## src/rtl/wb_perf_monitor.sv

```systemverilog
// Passive multi-port Wishbone performance monitor: per-port transaction,
// beat, first-ack latency, error and busy statistics readable over a small
// Wishbone slave register port.

// Per-port snooper: tracks one monitored bus and keeps its statistics.
module wb_perf_port #(
    parameter int CNT_WIDTH = 32
) (
    input  logic                 wb_clk_i,
    input  logic                 wb_rst_i,
    input  logic                 cyc,
    input  logic                 stb,
    input  logic                 ack,
    input  logic                 err,
    input  logic                 enable,
    input  logic                 clear,
    output logic [CNT_WIDTH-1:0] txn,
    output logic [CNT_WIDTH-1:0] beats,
    output logic [CNT_WIDTH-1:0] wait_sum,
    output logic [CNT_WIDTH-1:0] wait_max,
    output logic [CNT_WIDTH-1:0] errs,
    output logic [CNT_WIDTH-1:0] busy
);
    typedef enum logic [1:0] {IDLE, WAIT, DATA} state_t;

    state_t               state, state_nxt;
    logic                 armed;     // cyc has been seen low since reset
    logic [CNT_WIDTH-1:0] lat;
    logic [CNT_WIDTH-1:0] lat_now;   // latency including the current cycle
    logic                 req, term;
    logic                 start, enter_data, abort;

    function automatic logic [CNT_WIDTH-1:0] sat_inc(input logic [CNT_WIDTH-1:0] v);
        return (&v) ? v : v + CNT_WIDTH'(1);
    endfunction

    function automatic logic [CNT_WIDTH-1:0] sat_add(input logic [CNT_WIDTH-1:0] a,
                                                     input logic [CNT_WIDTH-1:0] b);
        logic [CNT_WIDTH:0] s;
        s = {1'b0, a} + {1'b0, b};
        return s[CNT_WIDTH] ? {CNT_WIDTH{1'b1}} : s[CNT_WIDTH-1:0];
    endfunction

    assign req     = cyc & stb;
    assign term    = req & (ack | err);
    assign lat_now = (state == IDLE) ? CNT_WIDTH'(1) : sat_inc(lat);

    // Next-state and transaction event decode.
    always_comb begin
        state_nxt  = state;
        start      = 1'b0;
        enter_data = 1'b0;
        abort      = 1'b0;
        case (state)
            IDLE: if (armed && req) begin
                start = 1'b1;
                if (term) begin
                    state_nxt  = DATA;
                    enter_data = 1'b1;
                end else begin
                    state_nxt = WAIT;
                end
            end
            WAIT: if (term) begin
                state_nxt  = DATA;
                enter_data = 1'b1;
            end else if (!cyc) begin
                state_nxt = IDLE;
                abort     = 1'b1;
            end
            DATA: if (!cyc) state_nxt = IDLE;
            default: state_nxt = IDLE;
        endcase
    end

    // Bus tracking; a cyc still high out of reset must fall before a new transaction.
    always_ff @(posedge wb_clk_i) begin
        if (wb_rst_i) begin
            state <= IDLE;
            armed <= ~cyc;
            lat   <= '0;
        end else begin
            state <= state_nxt;
            armed <= armed | ~cyc;
            if (start || state == WAIT) lat <= lat_now;
        end
    end

    // Saturating statistics; clear beats any same-cycle event.
    always_ff @(posedge wb_clk_i) begin
        if (wb_rst_i || clear) begin
            txn      <= '0;
            beats    <= '0;
            wait_sum <= '0;
            wait_max <= '0;
            errs     <= '0;
            busy     <= '0;
        end else if (enable) begin
            if (start)                 txn   <= sat_inc(txn);
            if (req && ack)            beats <= sat_inc(beats);
            if ((req && err) || abort) errs  <= sat_inc(errs);
            if (cyc)                   busy  <= sat_inc(busy);
            if (enter_data) begin
                wait_sum <= sat_add(wait_sum, lat_now);
                if (lat_now > wait_max) wait_max <= lat_now;
            end
        end
    end
endmodule

module wb_perf_monitor #(
    parameter int NUM_PORTS = 1,
    parameter int CNT_WIDTH = 32
) (
    input  logic                 wb_clk_i,
    input  logic                 wb_rst_i,
    input  logic [NUM_PORTS-1:0] mon_cyc_i,
    input  logic [NUM_PORTS-1:0] mon_stb_i,
    input  logic [NUM_PORTS-1:0] mon_ack_i,
    input  logic [NUM_PORTS-1:0] mon_err_i,
    input  logic [7:0]           wbs_adr_i,
    input  logic [31:0]          wbs_dat_i,
    input  logic                 wbs_we_i,
    input  logic                 wbs_cyc_i,
    input  logic                 wbs_stb_i,
    output logic [31:0]          wbs_dat_o,
    output logic                 wbs_ack_o
);
    logic [NUM_PORTS-1:0][CNT_WIDTH-1:0] txn_a, beats_a, sum_a, max_a, err_a, busy_a;
    logic        enable;
    logic        clear_q;   // pulses during the ack cycle, applied at its end
    logic        acc;
    logic [4:0]  port_idx;
    logic [31:0] rdata;
    logic        unused_dat;

    assign unused_dat = &{1'b0, wbs_dat_i[31:2]};
    assign acc        = wbs_cyc_i & wbs_stb_i & ~wbs_ack_o;
    assign port_idx   = wbs_adr_i[7:3] - 5'd2;

    for (genvar g = 0; g < NUM_PORTS; g++) begin : g_port
        wb_perf_port #(.CNT_WIDTH(CNT_WIDTH)) u_port (
            .wb_clk_i (wb_clk_i),
            .wb_rst_i (wb_rst_i),
            .cyc      (mon_cyc_i[g]),
            .stb      (mon_stb_i[g]),
            .ack      (mon_ack_i[g]),
            .err      (mon_err_i[g]),
            .enable   (enable),
            .clear    (clear_q),
            .txn      (txn_a[g]),
            .beats    (beats_a[g]),
            .wait_sum (sum_a[g]),
            .wait_max (max_a[g]),
            .errs     (err_a[g]),
            .busy     (busy_a[g])
        );
    end

    // Register read mux; unmapped words and absent ports read zero.
    always_comb begin
        rdata = '0;
        if (wbs_adr_i == 8'h00) begin
            rdata[0] = enable;
        end else if (wbs_adr_i == 8'h01) begin
            rdata = {16'd0, 8'(CNT_WIDTH), 8'(NUM_PORTS)};
        end else if (wbs_adr_i[7:4] != 4'd0) begin
            for (int p = 0; p < NUM_PORTS; p++) begin
                if (port_idx == 5'(p)) begin
                    case (wbs_adr_i[2:0])
                        3'd0:    rdata = 32'(txn_a[p]);
                        3'd1:    rdata = 32'(beats_a[p]);
                        3'd2:    rdata = 32'(sum_a[p]);
                        3'd3:    rdata = 32'(max_a[p]);
                        3'd4:    rdata = 32'(err_a[p]);
                        3'd5:    rdata = 32'(busy_a[p]);
                        default: rdata = '0;
                    endcase
                end
            end
        end
    end

    // Slave port: single-cycle ack, CTRL write; a clear write leaves enable alone.
    always_ff @(posedge wb_clk_i) begin
        if (wb_rst_i) begin
            wbs_ack_o <= 1'b0;
            wbs_dat_o <= '0;
            enable    <= 1'b1;
            clear_q   <= 1'b0;
        end else begin
            wbs_ack_o <= acc;
            wbs_dat_o <= acc ? rdata : '0;
            clear_q   <= 1'b0;
            if (acc && wbs_we_i && wbs_adr_i == 8'h00) begin
                if (wbs_dat_i[1]) clear_q <= 1'b1;
                else              enable  <= wbs_dat_i[0];
            end
        end
    end
endmodule

```

## config.mk

```make
export PLATFORM = sky130hd
export DESIGN_NAME = wb_perf_monitor
export DESIGN_NICKNAME = d
export VERILOG_FILES = /design/src/rtl/wb_perf_monitor.sv
export SDC_FILE = /design/constraint.sdc
export NUM_CORES = 1
export LEC_CHECK = 0
export BUFFER_PORTS_ARGS = -buffer_cell sky130_fd_sc_hd__buf_4
export CORE_MARGIN = 4
export CORE_UTILIZATION = 35
export DETAILED_ROUTE_END_ITERATION = 10
export HOLD_SLACK_MARGIN = 0.05
export PLACE_DENSITY = 0.5
export SLEW_MARGIN = 0
export SYNTH_ARGS = -nofsm -noshare
export SYNTH_HDL_FRONTEND = slang
export SYNTH_SLANG_ARGS = --single-unit
```

## constraint.sdc

```tcl
create_clock -name wb_clk_i -period 12.5 [get_ports wb_clk_i]
set_input_delay 0 -clock wb_clk_i [delete_from_list [all_inputs] [get_ports wb_clk_i]]
set_output_delay 0 -clock wb_clk_i [all_outputs]
set_load 0.02 [all_outputs]
```

==> results of run 1 <==
## flip-flops by register name (all words and copies together), names as in the netlist
name                    flops
g_port.u_port.wait_sum     32
g_port.u_port.armed         1
g_port.u_port.wait_max     32
clear_q                     1
g_port.u_port.lat          32
g_port.u_port.txn          32
enable                      1
g_port.u_port.state         2
g_port.u_port.busy         32
g_port.u_port.beats        32
g_port.u_port.errs         32
wbs_ack_o                   1
wbs_dat_o                  32
## kinds of logic (layout without fill, tap and decap cells)
kind of cell	count (synthesis)	in the layout	synth area share [%]
DFF	262	262	36.5
buffers and inverters	135	190	4.13
AOI/OAI and AO/OA	441	441	19.8
xor gates and xnor gates	154	154	9.38
and+or+nand+nor	632	632	21.6
adders and majority gates	71	71	6.23
muxes	34	34	2.37
## synth_stat cells, drive strengths merged (3+ instances only)
library cell  number  area [um2]
xor2              96         841
nor3b              5        37.5
nand2            134         503
nand3             53         265
a311oi             4        35.0
nand2b             6        37.5
o21a               3        22.5
o21ai             96         492
a21oi            115         576
o21bai             4        30.0
dfxtp            262        5250
or4                3        30.0
inv               51         191
clkbuf            66         249
a211oi             8        65.1
and3              34         215
or3               32         200
ha                70         876
o31ai              5        37.5
xnor2             58         508
nor3              22         115
or2                5        31.3
buf               13        71.3
and2              16         101
a31oi             38         259
nand4             53         362
nor2             226         851
nand3b             4        30.0
nor4              14         103
nor2b              3        18.8
a21o              34         259
and4              19         169
mux2i             34         340
o211ai             8        78.8
a22oi            109         818
## layout make-up
cell class | count | share of cell area (%)
inverter | 51 | 1.16
multi-input combinational | 1332 | 52.1
sequential | 262 | 31.8
clock buffer | 42 | 5.38
tap | 525 | 3.99
timing repair buffer | 81 | 3.90
clock inverter | 16 | 1.60
## path summary, 6_finish.rpt
| path | startpoint | endpoint | slack [ns] | cells after the start |
|---|---|---|---|---|
| max | g_port[0].u_port.lat[26] | g_port[0].u_port.wait_max[6] | 6.68 | 15 |
| min | mon_ack_i | g_port[0].u_port.state[1] | 0.11 | 5 |
| max reg2reg | g_port[0].u_port.lat[26] | g_port[0].u_port.wait_max[6] | 6.68 | 15 |
| min reg2reg | g_port[0].u_port.lat[24] | g_port[0].u_port.lat[24] | 0.47 | 2 |
## worst max-delay path, delay by kind of cell, from the launching register on
family          cells  cell delay, ns
xor+xnor            1            0.13
buf+inv             1            0.50
fa+ha+maj           1            0.22
simple gates        7            2.24
flops               1            0.41
compound gates      4            1.93
mux                 1            0.23
## power by group through the flow
stage | registers [mW] | clock network (mW) | logic [mW]
2_1_floorplan | 0.864 | 0 | 0.0539
3_3_place_gp | 0.867 | 0 | 0.0808
3_5_place_dp | 0.867 | 0 | 0.0813
4_1_cts | 0.848 | 1.04 | 0.0837
5_1_grt | 0.849 | 1.07 | 0.0927
6_report | 0.848 | 1.01 | 0.0839
## per-layer routing
layer	wire length, um	global-route usage, %	vias up
li1	-	-	6309
met1	21500	28.3	6082
met2	19000	30.4	255
met3	1790	2.35	64
met4	1260	5.03	0
met5	0	0	-
## per-stage QoR
| step | total power, mW | hold WS [ns] | std cells |
|---|---|---|---|
| after floorplan | 0.918 | 0.0762 | 1729 |
| after global placement | 0.947 | 0.229 | 2237 |
| after detailed placement | 0.948 | 0.238 | 2237 |
| after CTS | 1.97 | 0.0863 | 2309 |
| after global routing | 2.01 | 0.136 | 2309 |
| final | 1.95 | 0.108 | 2309 |
==> implementation parameters, run 1 <==
Parameter                              Value

Critical path
  Critical Path Fanout Max ... 21
  CP Class ... reg -> reg
  Startpoint Class ... flip-flop
  Required arrival time at the worst endpoint ... ~13 ns
  CP max stage cell ... sky130_fd_sc_hd__a211oi_4
  Crit path cell chain ... nand4_1, nor4_1, a31oi_2, and4_1, xnor2_1, nor2_1, ha_1, nand4_1, or3_1, o221ai_1, a221oi_1, a211oi_4, buf_4, mux2i_1, nor2_1
  Arrival time of data at the critical path endpoint ... between 6 and 7 ns
  Capturing element type of the critical path ... flip-flop
  Delay of the slowest cell on the worst path ... roughly 1.0 ns

Route
  Routed wire length per instance ... 18.9 um
  Routed vias ... approximately 13000
  DRT iter0 DRCs ... ~830
  Remaining antenna violation count after routing ... 0
  Post-detailed-routing wire length ... roughly 44 mm
  Post-detailed-route DRC marker count ... 0
  Router iterations before antenna repair ... 5
  Vias per Instance ... between 5 and 6

CTS
  TritonCTS clock tree ... built
  Number of buffers added to fix hold violations after cts ... 14
  Clock-pin slew on the worst setup and hold paths ... roughly 0.06 ns
  Buffers inserted during post-CTS setup optimization ... 0
  Number of buffers on the longest clock path ... 3
  Gates resized, CTS repair ... 0
  Maximum level of the CTS H-tree ... 1
  Clock buffers created by TritonCTS ... 31
  Sinks on Clock Net ... around 260
  Buffer type at the clock tree root ... sky130_fd_sc_hd__clkbuf_16
  Clock latency on the worst-skew pair ... a little under 0.6 ns

Place
  Placed inst area ... roughly 15000 um2
  Placer's final routability congestion estimate ... 0.866
  Post-detailed-placement half-perimeter wirelength ... 30.9 mm
  Worst slack after detailed placement ... roughly 6.7 ns
  I/O Buffers ... a little over 50

Yosys
  Number of distinct library cells after synthesis ... 76
  Post-synthesis average cell area ... ~8.3 um2
  Number of synthesized flops with an enable pin ... 0
  Asr flop ratio synth ... 0%
  Mapped Cells ... 1729
  Number of synthesized register bits ... ~260
  Syn Nets ... around 1800
  Synthesis Warnings ... 0
  Share of synthesized area occupied by flip-flops and latches ... a little over a third
  Netlist Area Pre-Place ... 14400 um2
  Primary FF master, synth ... sky130_fd_sc_hd__dfxtp_1

Cells and area
  Cell area after layout ... roughly 16000 um2
  Diode insertion count for antenna repair ... 0
  Util after Layout ... about 41%
  Layout-stage area growth over the synthesis result ... 14.6%
  Most common library cell in the layout ignoring fill and taps ... sky130_fd_sc_hd__dfxtp_1
  Commonest cells after routing, fill and taps aside ... 262 x sky130_fd_sc_hd__dfxtp_1, 222 x sky130_fd_sc_hd__nor2_1, 134 x sky130_fd_sc_hd__nand2_1, 115 x sky130_fd_sc_hd__a21oi_1, 109 x sky130_fd_sc_hd__a22oi_1
  Combined flip-flop and latch cell area ... 5250 um2
  Count of filler cells inserted in the layout ... 4131
  Footprint of the multi-input gates ... ~8600 um2
  Share of layout cells above drive strength 1 ... under 10%
  Final #Nets ... approximately 1900

STA
  Final Worst Setup Slack ... 6.68 ns
  Actual slew at the worst max-slew pin ... between 1 and 1.5 ns
  Minimum clock period ... a little under 6 ns
  Final-report setup violation count ... 0
  Setup clock skew after layout ... ~0.020 ns
  Count of endpoints failing hold in the final timing report ... 0
  Worst slew margin relative to its limit ... between 15 and 20%
  Unrepaired setup endpoints after global routing ... no
  Final clock period utilization by the worst path ... 46.6%
  Final slew viol count ... 0
  Max Freq ... 172 MHz
  Final sum of negative setup slack ... 0 ns

Floorplanning
  Die Ht ... ~210 um
  Initial core utilization ... around 36%
  Core Rows ... 73
  Count of pins on the block boundary ... between 80 and 90
  Total core area ... about 40000 um2
  Die Area ... roughly 44000 um2
  DIE WIDTH ... 211 um

Global routing
  First-pass GRT wire length ... 69.5 mm
  Pin count of the biggest net entering global routing ... 73
  Leftover overflow at the end of global routing ... 0
  Via count of the first global-routing pass ... 12325
  Antenna violations before repair ... 0
  Overall Global Routing Usage ... ~19%

Pwr
  Cell leakage power ... around 6.0 nW
  Highest ir drop seen on vdd ... about 0.10 mV
  Internal power summed over all cells ... approximately 1.5 mW
  Switching part of the total power ... between 20% and 30%
  Switching component of the power ... 0.442 mW
  Part of the total power dissipated in sequential elements ... approximately 44%
  Share of power burned in combinational logic ... around 4.3%
  PD cells ... 118 nW/um2
  Part of the total power dissipated in the clock network ... a little over half

Outcome
  Outcome ... complete, no violations

Min path
  Class of the tightest hold or removal check ... in -> reg

Job
  Max Cap Viol ... 0
No activity file was read; power rests on OpenSTA's default activity.
==> inputs of run 2 (changes only) <==
==> constraint.sdc (replaced) <==
create_clock -name wb_clk_i -period 5.4 [get_ports wb_clk_i]
set_input_delay 0 -clock wb_clk_i [delete_from_list [all_inputs] [get_ports wb_clk_i]]
set_output_delay 0 -clock wb_clk_i [all_outputs]
set_load 0.02 [all_outputs]
==> run 2 against run 1 <==
First-iteration DRC count decreased by 0.96%. Sequential power grew 130%. Clock power increased by 140%. Maximum frequency up 15%. Count of clock-buffer cells in the layout down 5. Via count shrank 0.20%. Register-to-register slack got worse by 6.3 ns. Global-route usage about the same. Wire length grew 0.75%. Cell count is 1.1% higher. Clock skew is essentially flat. Critical endpoint is now g_port[0].u_port.wait_sum[19].
==> implementation parameters, run 2 (synthesized netlist as in run 1, its figures left out) <==
Parameter                              Value

Pwr
  Switching component of the power ... 1.04 mW
  Switching part of the total power ... between 20% and 30%
  Total Power ... approximately 4.5 mW
  Part of the total power dissipated in sequential elements ... between 40% and 50%
  Share of power burned in combinational logic ... 4.3%
  Highest ir drop seen on vdd ... approximately 0.24 mV
  PD cells ... 272 nW/um2
  Internal power summed over all cells ... between 3 and 4 mW
  Part of the total power dissipated in the clock network ... between 50% and 60%
  Cell leakage power ... 6.10 nW

Global routing
  Via count of the first global-routing pass ... 12273
  Leftover overflow at the end of global routing ... 0
  Overall Global Routing Usage ... between 10% and 20%
  Pin count of the biggest net entering global routing ... 62
  Antenna violations before repair ... 0
  First-pass GRT wire length ... between 60 and 70 mm

STA
  Final clock period utilization by the worst path ... between 90 and 100%
  Unrepaired setup endpoints after global routing ... no
  Final slew viol count ... 0
  Setup clock skew after layout ... a little over 0.02 ns
  Max Freq ... around 200 MHz
  Final-report setup violation count ... 0
  Worst Hold Slack ... just over 0.08 ns
  Minimum clock period ... ~5.1 ns
  Count of endpoints failing hold in the final timing report ... 0
  Worst slew margin relative to its limit ... between 40% and 50%
  Actual slew at the worst max-slew pin ... around 0.84 ns
  Final sum of negative setup slack ... 0 ns

Critical path
  Required arrival time at the worst endpoint ... 5.85 ns
  Crit path cell chain ... nand4_1, or4_4, nor4_4, buf_4, xnor2_1, nor2_1, inv_1, ha_1, fa_1, a211oi_1, o21ai_1, o21ai_2, o211ai_2, a41oi_2, o31a_1, o21ai_1, a211oi_4, buf_12, a21oi_1
  Buffers and inverters on the worst path ... 3
  End of the worst register-to-register path ... g_port[0].u_port.wait_sum[19]
  Delay of the slowest cell on the worst path ... around 0.60 ns
  Category of cells accounting for the largest share of critical-path delay ... compound AO/OA/AOI/OAI gates
  Worst Setup EP ... g_port[0].u_port.wait_sum[19]
  Logic depth of the worst setup path including buffers ... 19
  Startpoint Class ... flip-flop
  Worst setup path startpoint ... g_port[0].u_port.lat[20]
  Register-to-Register Setup Slack ... approximately 0.34 ns
  Arrival time of data at the critical path endpoint ... about 5.5 ns
  RR Startpoint ... g_port[0].u_port.lat[20]
  Capturing element type of the critical path ... flip-flop
  Number of cells on the worst reg-to-reg path ... 19
  CP max stage cell ... sky130_fd_sc_hd__or4_4
  Most Frequent Cell on Critical Path ... sky130_fd_sc_hd__o21ai_1
  Critical Path Fanout Max ... 23
  CP Class ... reg -> reg

Place
  I/O Buffers ... 51
  Placer's final routability congestion estimate ... 0.855
  Placed inst area ... approximately 15000 um2
  Post-detailed-placement half-perimeter wirelength ... between 30 and 40 mm

Floorplanning
  Die Ht ... 211 um
  Die Area ... roughly 44000 um2
  Initial core utilization ... between 30% and 40%
  DIE WIDTH ... roughly 210 um
  Count of pins on the block boundary ... 82
  Core Rows ... 73
  Total core area ... roughly 40000 um2

Route
  Post-detailed-routing wire length ... about 44 mm
  Routed wire length per instance ... 18.8 um
  Remaining antenna violation count after routing ... 0
  Routed vias ... about 13000
  Vias per Instance ... around 5.4
  Post-detailed-route DRC marker count ... 0
  Router iterations before antenna repair ... 6
  DRT iter0 DRCs ... 826

CTS
  Maximum level of the CTS H-tree ... 1
  Clock latency on the worst-skew pair ... 0.58 ns
  TritonCTS clock tree ... built
  Clock buffers created by TritonCTS ... 31
  Sinks on Clock Net ... around 260
  Buffer type at the clock tree root ... sky130_fd_sc_hd__clkbuf_16
  Number of buffers on the longest clock path ... 3
  Clock-pin slew on the worst setup and hold paths ... 0.06 ns

Job
  Max Cap Viol ... 0

Outcome
  Outcome ... complete, no violations

Min path
  Class of the tightest hold or removal check ... in -> reg
  Launch instance of the worst min-delay path ... mon_ack_i

Cells and area
  Most common library cell in the layout ignoring fill and taps ... sky130_fd_sc_hd__dfxtp_1
  Layout-stage area growth over the synthesis result ... 16.2%
  Count of filler cells inserted in the layout ... 4109
  Final #Nets ... roughly 1900
  Diode insertion count for antenna repair ... 0
  Share of layout cells above drive strength 1 ... 10.4%
  Commonest cells after routing, fill and taps aside ... 262 x sky130_fd_sc_hd__dfxtp_1, 222 x sky130_fd_sc_hd__nor2_1, 134 x sky130_fd_sc_hd__nand2_1, 115 x sky130_fd_sc_hd__a21oi_1, 109 x sky130_fd_sc_hd__a22oi_1
  Cell area after layout ... between 15000 and 20000 um2
  Util after Layout ... around two fifths
==> run 2: cell count changes in the layout (fill, tap and decap cells not counted), moves of 2 or more <==
cell	before	now
sky130_fd_sc_hd__buf_12	0	2
sky130_fd_sc_hd__buf_4	67	89
sky130_fd_sc_hd__clkbuf_1	4	1
sky130_fd_sc_hd__clkbuf_8	7	5
sky130_fd_sc_hd__clkinv_2	6	9
sky130_fd_sc_hd__dlygate4sd3_1	14	16
==> run 2: cell type report <==
cell class                      count  area, um2  area share (%)
Timing Repair Buffer              107        868            5.19
Inverter                           51        191            1.15
Sequential cell                   262       5250            31.4
Tap cell                          525        657            3.93
Clock buffer                       37        848            5.08
Multi-Input combinational cell   1332       8590            51.4
Clock inverter                     20        310            1.86
==> run 2: power groups by stage <==
| stage | logic [mW] | clock network, mW | registers (mW) |
|---|---|---|---|
| after floorplan | 0.125 | 0 | 2.00 |
| after global placement | 0.187 | 0 | 2.01 |
| after detailed placement | 0.188 | 0 | 2.01 |
| after CTS | 0.195 | 2.44 | 1.96 |
| after global routing | 0.215 | 2.51 | 1.97 |
| final | 0.195 | 2.39 | 1.96 |
==> run 2: metrics by stage <==
stage	cells	setup WS (ns)
floorplan	1729	1.02
global placement	2260	0.337
detailed placement	2260	0.306
CTS	2333	0.282
global route	2334	0.00133
finish	2334	0.342
==> run 2: worst min path at each step <==
stage | endpoint | cells past startpoint
6_report | g_port[0].u_port.state[1] | 5
5_1_grt | wbs_ack_o | 4
4_1_cts | wbs_ack_o | 4
3_5_place_dp | enable | 3
3_3_place_gp | enable | 3
2_1_floorplan | g_port[0].u_port.armed | 1
==> run 2: worst min-delay path, cell delays in order <==
cell,delay (ns)
sky130_fd_sc_hd__buf_4,0.09
sky130_fd_sc_hd__o211a_1,0.20
sky130_fd_sc_hd__nor3b_1,0.20
sky130_fd_sc_hd__a31oi_1,0.06
sky130_fd_sc_hd__nor2_1,0.08
==> run 2: timing repair <==
item,in CTS,in global routing
resized for setup,0,1
hold buffers,16,0
hold endpoints to repair,39,0
setup buffers,0,1
endpoints found under the setup margin,0,54
==> run 2: per-layer routing <==
layer	vias up	GRT usage, %	wire length [um]
li1	6352	-	-
met1	5992	27.4	21000
met2	270	30.7	19500
met3	71	2.45	1860
met4	0	6.17	1520
met5	-	0	0
